### src/rtl/boot_loader_if.sv
// Bus bundle between the boot copy engine and its ROM read port, RAM write port and CPU control.
// The engine uses the master modport; the ROM/RAM/CPU side uses the slave modport.
interface boot_loader_if;
    logic [8:0]  rom_addr;
    logic [7:0]  rom_rddata;
    logic [15:0] ram_addr;
    logic [7:0]  ram_wrdata;
    logic        ram_write;
    logic        ram_wait;
    logic        reload;
    logic        cpu_hold;
    logic        done;
    logic        sum_ok;

    modport master (
        output rom_addr,
        output ram_addr,
        output ram_wrdata,
        output ram_write,
        output cpu_hold,
        output done,
        output sum_ok,
        input  rom_rddata,
        input  ram_wait,
        input  reload
    );

    modport slave (
        input  rom_addr,
        input  ram_addr,
        input  ram_wrdata,
        input  ram_write,
        input  cpu_hold,
        input  done,
        input  sum_ok,
        output rom_rddata,
        output ram_wait,
        output reload
    );
endinterface

### src/rtl/boot_loader.sv
// Boot copy engine: copies LENGTH bytes of boot ROM into RAM at DEST_BASE while holding the CPU.
// Optional feature macro BOOT_CHECKSUM_EN adds an 8-bit image checksum reported on sum_ok.
module boot_loader #(
    parameter int          LENGTH    = 512,
    parameter logic [15:0] DEST_BASE = 16'hFE00
) (
    input logic          clk,
    input logic          rst,
    boot_loader_if.master bus
);

    typedef enum logic [1:0] {
        S_FETCH,
        S_LOAD,
        S_WRITE,
        S_DONE
    } state_e;

    localparam logic [9:0] LAST_IDX = 10'(LENGTH - 1);

    state_e      state_q, state_d;
    logic [9:0]  idx_q, idx_d;
    logic [7:0]  wrdata_q, wrdata_d;
    logic        write_q, write_d;
    logic        hold_q, hold_d;
    logic        done_q, done_d;

    logic accept;
    logic last_byte;

    // A write retires only on an unstalled WRITE edge.
    assign accept    = (state_q == S_WRITE) && !bus.ram_wait;
    assign last_byte = (idx_q == LAST_IDX);

    // State register.
    always_ff @(posedge clk or posedge rst) begin
        if (rst) begin
            state_q <= S_FETCH;
        end else begin
            // NOTE: sequential state always uses non-blocking assignment so every flop sees pre-edge values.
            state_q <= state_d;
        end
    end

    // Next-state logic.
    always_comb begin
        // NOTE: default assignment first so no path through the case leaves state_d unassigned (no latch).
        state_d = state_q;
        case (state_q)
            S_FETCH: state_d = S_LOAD;
            S_LOAD:  state_d = S_WRITE;
            S_WRITE: begin
                if (accept) begin
                    state_d = last_byte ? S_DONE : S_FETCH;
                end
            end
            S_DONE: begin
                if (bus.reload) begin
                    state_d = S_FETCH;
                end
            end
            default: state_d = S_FETCH;
        endcase
    end

    // Datapath/output next values.
    always_comb begin
        idx_d    = idx_q;
        wrdata_d = wrdata_q;
        write_d  = write_q;
        hold_d   = hold_q;
        done_d   = done_q;
        case (state_q)
            S_LOAD: begin
                wrdata_d = bus.rom_rddata;
                write_d  = 1'b1;
            end
            S_WRITE: begin
                if (accept) begin
                    write_d = 1'b0;
                    idx_d   = idx_q + 10'd1;
                    if (last_byte) begin
                        hold_d = 1'b0;
                        done_d = 1'b1;
                    end
                end
            end
            S_DONE: begin
                if (bus.reload) begin
                    idx_d  = 10'd0;
                    hold_d = 1'b1;
                    done_d = 1'b0;
                end
            end
            default: ;
        endcase
    end

    always_ff @(posedge clk or posedge rst) begin
        if (rst) begin
            idx_q    <= 10'd0;
            wrdata_q <= 8'd0;
            write_q  <= 1'b0;
            hold_q   <= 1'b1;
            done_q   <= 1'b0;
        end else begin
            idx_q    <= idx_d;
            wrdata_q <= wrdata_d;
            write_q  <= write_d;
            hold_q   <= hold_d;
            done_q   <= done_d;
        end
    end

`ifdef BOOT_CHECKSUM_EN
    logic [7:0] sum_q, sum_d;
    logic       sum_ok_q, sum_ok_d;

    // The status reads 1 throughout a copy and is only judged on DONE entry.
    always_comb begin
        sum_d    = sum_q;
        sum_ok_d = sum_ok_q;
        case (state_q)
            S_LOAD: sum_d = sum_q + bus.rom_rddata;
            S_WRITE: begin
                if (accept && last_byte) begin
                    sum_ok_d = (sum_q == 8'h00);
                end
            end
            S_DONE: begin
                if (bus.reload) begin
                    sum_d    = 8'h00;
                    sum_ok_d = 1'b1;
                end
            end
            default: ;
        endcase
    end

    always_ff @(posedge clk or posedge rst) begin
        if (rst) begin
            sum_q    <= 8'h00;
            sum_ok_q <= 1'b1;
        end else begin
            sum_q    <= sum_d;
            sum_ok_q <= sum_ok_d;
        end
    end

    assign bus.sum_ok = sum_ok_q;
`else
    assign bus.sum_ok = 1'b1;
`endif

    // Addresses follow the byte index directly; RAM address wraps modulo 2^16.
    assign bus.rom_addr   = idx_q[8:0];
    assign bus.ram_addr   = DEST_BASE + {6'd0, idx_q};
    assign bus.ram_wrdata = wrdata_q;
    assign bus.ram_write  = write_q;
    assign bus.cpu_hold   = hold_q;
    assign bus.done       = done_q;

endmodule

### src/flat_wrapper.sv
// flat-port wrapper written by rule: the top's interface ports become plain ports
module boot_loader_flat 
#(
    parameter int          LENGTH    = 512,
    parameter logic [15:0] DEST_BASE = 16'hFE00
)
  (clk, rst, bus_rom_addr, bus_ram_addr, bus_ram_wrdata, bus_ram_write, bus_cpu_hold, bus_done, bus_sum_ok, bus_rom_rddata, bus_ram_wait, bus_reload);
  boot_loader_if bus_i ();
  input logic clk;
  input logic rst;
  output wire logic [$bits(bus_i.rom_addr)-1:0] bus_rom_addr;
  output wire logic [$bits(bus_i.ram_addr)-1:0] bus_ram_addr;
  output wire logic [$bits(bus_i.ram_wrdata)-1:0] bus_ram_wrdata;
  output wire logic [$bits(bus_i.ram_write)-1:0] bus_ram_write;
  output wire logic [$bits(bus_i.cpu_hold)-1:0] bus_cpu_hold;
  output wire logic [$bits(bus_i.done)-1:0] bus_done;
  output wire logic [$bits(bus_i.sum_ok)-1:0] bus_sum_ok;
  input wire logic [$bits(bus_i.rom_rddata)-1:0] bus_rom_rddata;
  input wire logic [$bits(bus_i.ram_wait)-1:0] bus_ram_wait;
  input wire logic [$bits(bus_i.reload)-1:0] bus_reload;
  assign bus_rom_addr = bus_i.rom_addr;
  assign bus_ram_addr = bus_i.ram_addr;
  assign bus_ram_wrdata = bus_i.ram_wrdata;
  assign bus_ram_write = bus_i.ram_write;
  assign bus_cpu_hold = bus_i.cpu_hold;
  assign bus_done = bus_i.done;
  assign bus_sum_ok = bus_i.sum_ok;
  assign bus_i.rom_rddata = bus_rom_rddata;
  assign bus_i.ram_wait = bus_ram_wait;
  assign bus_i.reload = bus_reload;
  boot_loader #(.LENGTH(LENGTH), .DEST_BASE(DEST_BASE)) u_core (.clk(clk), .rst(rst), .bus(bus_i));
endmodule
### config.mk
export PLATFORM = sky130hd
export DESIGN_NAME = boot_loader_flat
export DESIGN_NICKNAME = d
export VERILOG_FILES = /design/src/rtl/boot_loader_if.sv /design/src/rtl/boot_loader.sv /design/src/flat_wrapper.sv
export SDC_FILE = /design/constraint.sdc
export NUM_CORES = 1
export LEC_CHECK = 0
export CORE_MARGIN = 5
export CORE_UTILIZATION = 39
export DETAILED_ROUTE_END_ITERATION = 16
export PLACE_DENSITY_LB_ADDON = 0.05
export SYNTH_ARGS = -nofsm -noshare
export SYNTH_HDL_FRONTEND = slang
export SYNTH_SLANG_ARGS = --single-unit
### constraint.sdc
create_clock -name clk -period 1.6 [get_ports clk]
set_input_delay 0.24 -clock clk [delete_from_list [all_inputs] [get_ports clk]]
set_output_delay 0.24 -clock clk [all_outputs]
set_load 0.02 [all_outputs]
==> impl_metrics.json, run 1 <==
{
  "outcome": "complete, no violations",
  "worstSetupPathType": "flop to flop",
  "cts_tree": "yes",
  "crit_start": "u_core.idx_q[1]$_DFFE_PP0P_",
  "fp-row-count": 20,
  "area_growth_pct": 41.0,
  "cts_buffers": 3,
  "fmax_ghz": 0.637,
  "max_stage_delay_ns": 0.51,
  "drcViolationCount": 0,
  "wl_per_cell_um": 12.8,
  "drv_cap": 0,
  "final.min_clock_period_ns": 1.57,
  "finalClockSkew_ns": 0.00305,
  "pwr-share-clk_pct": 11.0,
  "required_ns": 1.85,
  "stdcell_count": 213,
  "crit_path_top_delay_cell": "or4b_4",
  "synth_nets": 135,
  "cts_num_sinks": 23,
  "place_hpwl_um": 2070,
  "combPwrFrac_pct": 54.7,
  "r2r-start": "u_core.idx_q[1]$_DFFE_PP0P_",
  "synth.top_cell.area_share_pct": 43.0,
  "sw_frac_of_total_pct": 38.5,
  "switchingPower_w": 0.00102,
  "die_h_um": 67.3,
  "routabilityCongestion": 0.802,
  "seqPwrFrac_pct": 34.3,
  "place_inst": 206,
  "synthArstFlopShare_pct": 100,
  "path_max_fanout": 3,
  "synth_cells": 122,
  "grt_pass1_vias": 978,
  "min_period_over_period_pct": 98.2,
  "ctsHtreeMaxLevel": 1,
  "synth_flop_cell": "dfrtp_1",
  "yosysMostFrequentCell": "buf_4",
  "dr_total_vias": 991,
  "worstSkewPairLatency_ns": 0.32,
  "drive_gt1_share_pct": 29.0,
  "finalWirelength_um": 2730,
  "grt_max_degree": 24,
  "crit_arrival_ns": 1.82,
  "clock_path_buffers": 2,
  "io_buffers": 47,
  "viasPerCell": 4.65,
  "rsz0062_at_grt": "true",
  "powerDensity_nw_per_um2": 1470,
  "root_buffer": "clkbuf_4",
  "yosysTopAreaCell": "dfrtp_1",
  "synth_seq_cells": 23,
  "gr-total-overflow": 0,
  "initial_core_util_pct": 41.3,
  "setup_viol": 0,
  "clk_pin_slew_worst_paths_ns": 0.14,
  "firstDrtPassIters": 4,
  "ys_types": 39,
  "die-width_um": 67.3,
  "p_leak_nw": 0.921,
  "cp_cell_sequence": "ha_4 > nand4_4 > or4b_4 > buf_4 > o221ai_1",
  "drt_iter0_drc": 41,
  "synth-seq-area-share_pct": 45.1,
  "endpoint_kind": "flop",
  "hp-class": "input port to asynchronous set/reset pin",
  "syn-cell-area_um2": 1280,
  "io_pins": 49,
  "ir_drop_uv": 884,
  "grt_pass1_wl_um": 4410,
  "n_antenna_cell": 0,
  "final_nets": 183,
  "antenna_found_initial": 0,
  "yosys-top-cells-count": "buf_4, dfrtp_1, nor2_1, mux2_2, nand2_1",
  "synthTopCellsByArea": "dfrtp_1, buf_4, mux2_2",
  "die-area_um2": 4530,
  "finalSetupTns_ns": 0,
  "antenna_left": 0,
  "finalPower_w": 0.00265,
  "track_usage_pct": 12.9,
  "drv_slew": 0,
  "yosysWarningCount": 0,
  "core_um2": 3100,
  "p_int_w": 0.00163,
  "start_kind": "flop",
  "syn_avg_cell_area_um2": 10.5,
  "ctsHoldBuffers": 0,
  "hold_viol": 0,
  "synth-edff-count": 0
}
[cells by family after synthesis]
| group | share of synthesized area, % |
|---|---|
| AOI/OAI and AO/OA | 9.19 |
| xor gates and xnor gates | 2.74 |
| adders and majority gates | 0.977 |
| buffers and inverters | 17.6 |
| DFF | 45.1 |
| muxes | 7.82 |
| other | 0.293 |
| and+or+nand+nor | 16.3 |
[worst max-delay path, delay by kind of cell (launching register included)]
kind | cells | cell delay (ns)
simple gates | 2 | 0.59
buf+inv | 1 | 0.17
compound gates | 1 | 0.15
flops | 1 | 0.42
fa+ha+maj | 1 | 0.16
[final cells by class]
class / count / area (um^2)
clock buffer: 3 / 22.5
clock inverter: 1 / 7.51
fill: 318 / 1300
inverter: 2 / 7.51
multi-input combinational: 68 / 494
sequential: 23 / 577
tap: 44 / 55.1
timing repair buffer: 72 / 641
[flip-flops by register name, summed over array words and instances (netlist names)]
register               flops
u_core.bus.cpu_hold        1
u_core.bus.done            1
u_core.bus.ram_wrdata      8
u_core.bus.ram_write       1
u_core.idx_q              10
u_core.state_q             2
[stage by stage]
stage / utilization [%] / hold WS, ns / cell area, um^2 / setup slack, ns
after global placement: 56.9 / 0.487 / 1770 / -0.172
after CTS: 57.5 / 0.232 / 1790 / -0.0177
final: 58.1 / 0.235 / 1800 / 0.0291
after floorplan: - / 0.241 / 1290 / 0.0256
after detailed placement: 56.9 / 0.496 / 1770 / -0.213
after global routing: 58.1 / 0.252 / 1800 / -0.0182
[routing by layer]
layer | vias up | share of wire [%] | global-route usage [%]
met3 | 4 | 7.4 | 3.83
met4 | 0 | 0.92 | 5.32
met2 | 37 | 47 | 20.7
met5 | - | 0 | 0
met1 | 465 | 45 | 16.0
li1 | 485 | - | -
[placed cells by master, fill, tap and decap left out, types with 2 or more instances in the layout]
master | netlist | final
buf_4 | 26 | 25
clkbuf_4 | 1 | 3
nor2_1 | 10 | 10
dlymetal6s2s_1 | 0 | 5
dfrtp_1 | 22 | 22
nand2_1 | 7 | 7
and3_2 | 2 | 2
clkdlybuf4s50_1 | 0 | 16
xor2_1 | 4 | 4
nand3_1 | 3 | 3
clkdlybuf4s15_1 | 0 | 2
dlygate4sd2_1 | 0 | 24
inv_1 | 2 | 2
a21oi_1 | 6 | 5
o21ai_0 | 4 | 3
mux2_2 | 8 | 8
[worst paths after layout]
check,endpoint,slack (ns),cells past startpoint
worst max register to register,u_core.state_q[0]$_DFFE_PP0P_,0.03,5
worst min register to register,u_core.bus.ram_wrdata[3]$_DFFE_PP0P_,0.52,1
worst max-delay path,u_core.state_q[0]$_DFFE_PP0P_,0.03,5
min in group clk,u_core.bus.ram_wrdata[0]$_DFFE_PP0P_,0.52,2
max in group asynchronous,u_core.bus.cpu_hold$_DFFE_PP1P_,1.08,3
worst min-delay path,u_core.bus.ram_wrdata[7]$_DFFE_PP0P_,0.24,3
[repair_timing]
| action | CTS | global route |
|---|---|---|
| pin swaps | 5 | 3 |
| setup buffers | 3 | 0 |
| setup endpoints to repair | 27 | 12 |
| hold endpoints to repair | 0 | 0 |
| resized for setup | 26 | 9 |
[power groups by stage]
stage,logic [W],registers [W],clock network (W)
2_1_floorplan,0.000722,0.00111,0
3_3_place_gp,0.00151,0.000913,0
3_5_place_dp,0.00153,0.000923,0
4_1_cts,0.00147,0.000914,0.000301
5_1_grt,0.00157,0.000941,0.000332
6_report,0.00145,0.000908,0.000291
Power figures use the tool's default switching activity.
==> inputs of run 2 (changes only) <==
--- a/config.mk
+++ b/config.mk
@@ -8,4 +8,5 @@
 export CORE_MARGIN = 5
 export CORE_UTILIZATION = 39
+export CTS_CLUSTER_DIAMETER = 80
 export DETAILED_ROUTE_END_ITERATION = 16
 export PLACE_DENSITY_LB_ADDON = 0.05
==> constraint.sdc (replaced) <==
create_clock -name clk -period 1.6 [get_ports clk]
set_input_delay 0.24 -clock clk [delete_from_list [all_inputs] [get_ports clk]]
set_output_delay 0.24 -clock clk [all_outputs]
set_load 0.01 [all_outputs]
==> run 2 against run 1 <==
  * The flow now finishes with violations (setup timing)
  * Combinational power decreased by 9.7%
  * Sequential cell count unchanged
  * Final area fell by 0.55%
  * Via count is 0.10% lower
  * Largest power group unchanged
  * Non-clock buffer count down 2
  * Register-to-register slack got worse by 0.05 ns
  * Sequential power is 0.4% higher
  * Setup slack got worse by 0.053 ns
  * Highest routed layer unchanged
  * Final cell count fell by 0.94%
==> impl_metrics.json, run 2 (synthesis gave the netlist of run 1 again) <==
{
  "outcome": "finished, violations left",
  "violations": "setup timing",
  "die_h_um": 67.3,
  "finalPower_w": 0.00250,
  "path_max_fanout": 5,
  "worstSkewPairLatency_ns": 0.31,
  "clk_pin_slew_worst_paths_ns": 0.14,
  "ctsHtreeMaxLevel": 1,
  "initial_core_util_pct": 41.3,
  "finalWirelength_um": 2810,
  "viasPerCell": 4.69,
  "track_usage_pct": 14.6,
  "setup_ws_ns": -0.0240,
  "crit_arrival_ns": 1.87,
  "hp-class": "input port to asynchronous set/reset pin",
  "antenna_left": 0,
  "worstSetupPathType": "flop to flop",
  "largest_reg_flops": 10,
  "stdcell_count": 211,
  "endpoint_kind": "flop",
  "cp_cell_sequence": "ha_4 > nand4_4 > or4b_4 > a221o_1",
  "p_leak_nw": 0.906,
  "wl_per_cell_um": 13.3,
  "final_nets": 181,
  "dr_total_vias": 990,
  "powerDensity_nw_per_um2": 1390,
  "grt_pass1_vias": 1066,
  "cts_tree": "yes",
  "min_period_over_period_pct": 102,
  "final.min_clock_period_ns": 1.62,
  "rsz0062_at_grt": "true",
  "cts_num_sinks": 23,
  "ir_drop_uv": 878,
  "drv_cap": 0,
  "clock_path_buffers": 2,
  "drv_slew": 0,
  "grt_pass1_wl_um": 5020,
  "core_um2": 3100,
  "io_buffers": 47,
  "crit_path_top_delay_cell": "or4b_4",
  "grt_max_degree": 24,
  "io_pins": 49,
  "max_stage_delay_ns": 0.54,
  "setup_viol": 1,
  "gr-total-overflow": 0,
  "place_hpwl_um": 2190,
  "finalClockSkew_ns": 0.00681,
  "die-width_um": 67.3,
  "required_ns": 1.85,
  "r2r_slack_ns": -0.02,
  "cts_buffers": 3,
  "routabilityCongestion": 0.789,
  "fp-row-count": 20,
  "place_inst": 206,
  "start_kind": "flop",
  "die-area_um2": 4530,
  "drive_gt1_share_pct": 29.3,
  "firstDrtPassIters": 4,
  "regMostFlops": "u_core.idx_q",
  "drcViolationCount": 0,
  "hold_viol": 0,
  "r2r_cells": 4,
  "root_buffer": "clkbuf_4",
  "drt_iter0_drc": 53,
  "r2r-end": "u_core.bus.cpu_hold$_DFFE_PP1P_",
  "final_cell_mix": "clkdlybuf4s50_1, buf_4, dfrtp_1",
  "antenna_found_initial": 0,
  "area_growth_pct": 40.2,
  "fmax_ghz": 0.616,
  "r2r-start": "u_core.idx_q[1]$_DFFE_PP0P_",
  "n_antenna_cell": 0
}
==> run 2: how the worst max path moves through the flow <==
stage	slack (ns)	from	to
2_1_floorplan	0.03	u_core.idx_q[0]$_DFFE_PP0P_	u_core.bus.cpu_hold$_DFFE_PP1P_
3_3_place_gp	-0.17	bus_reload	u_core.idx_q[8]$_DFFE_PP0P_
3_5_place_dp	-0.23	bus_reload	u_core.idx_q[8]$_DFFE_PP0P_
4_1_cts	-0.02	u_core.idx_q[1]$_DFFE_PP0P_	u_core.bus.cpu_hold$_DFFE_PP1P_
5_1_grt	-0.07	u_core.idx_q[1]$_DFFE_PP0P_	u_core.bus.cpu_hold$_DFFE_PP1P_
6_report	-0.02	u_core.idx_q[1]$_DFFE_PP0P_	u_core.bus.cpu_hold$_DFFE_PP1P_
==> run 2: where the power goes <==
part	leakage (nW)	internal, W	switching [W]
combinational	0.600	0.000761	0.000548
clock	0.0177	0.0000934	0.000185
sequential	0.288	0.000788	0.000123
==> run 2: area by class of cell <==
class | instances | area (um^2)
Fill cell | 313 | 1310
Timing Repair Buffer | 70 | 628
Sequential cell | 23 | 577
Multi-Input combinational cell | 68 | 499
Tap cell | 44 | 55.1
Clock buffer | 3 | 22.5
Inverter | 2 | 7.51
Clock inverter | 1 | 5.00
==> run 2: metrics by stage <==
stage / cell area, um^2 / TNS, ns / hold WS (ns) / utilization [%] / setup slack [ns]
2_1_floorplan: 1290 / 0 / 0.241 / - / 0.0256
3_3_place_gp: 1770 / -0.393 / 0.486 / 56.9 / -0.173
3_5_place_dp: 1770 / -0.614 / 0.493 / 56.9 / -0.233
4_1_cts: 1780 / -0.0210 / 0.272 / 57.2 / -0.0210
5_1_grt: 1790 / -0.199 / 0.275 / 57.8 / -0.0732
6_report: 1790 / -0.0240 / 0.255 / 57.8 / -0.0240
==> run 2: worst max-delay path, delay by kind of cell (launching register included) <==
kind	cells	cell delay, ns
and+or+nand+nor	2	0.66
DFF	1	0.42
adders and majority gates	1	0.17
AOI/OAI and AO/OA	1	0.31
==> run 2: what timing repair did <==
action,4_1_cts,5_1_grt
setup endpoints to repair,21,10
hold buffers,0,0
buffers inserted,1,0
gates resized for setup,21,7
endpoints found under the hold margin,0,0
cloned,0,0
==> run 2: metal layers <==
metal | vias to the layer above | global-route usage (%) | share of wire [%]
li1 | 484 | - | -
met1 | 473 | 18.1 | 44
met2 | 31 | 24.9 | 49
met3 | 2 | 3.33 | 6.2
met4 | 0 | 4.56 | 0.68
met5 | - | 0 | 0
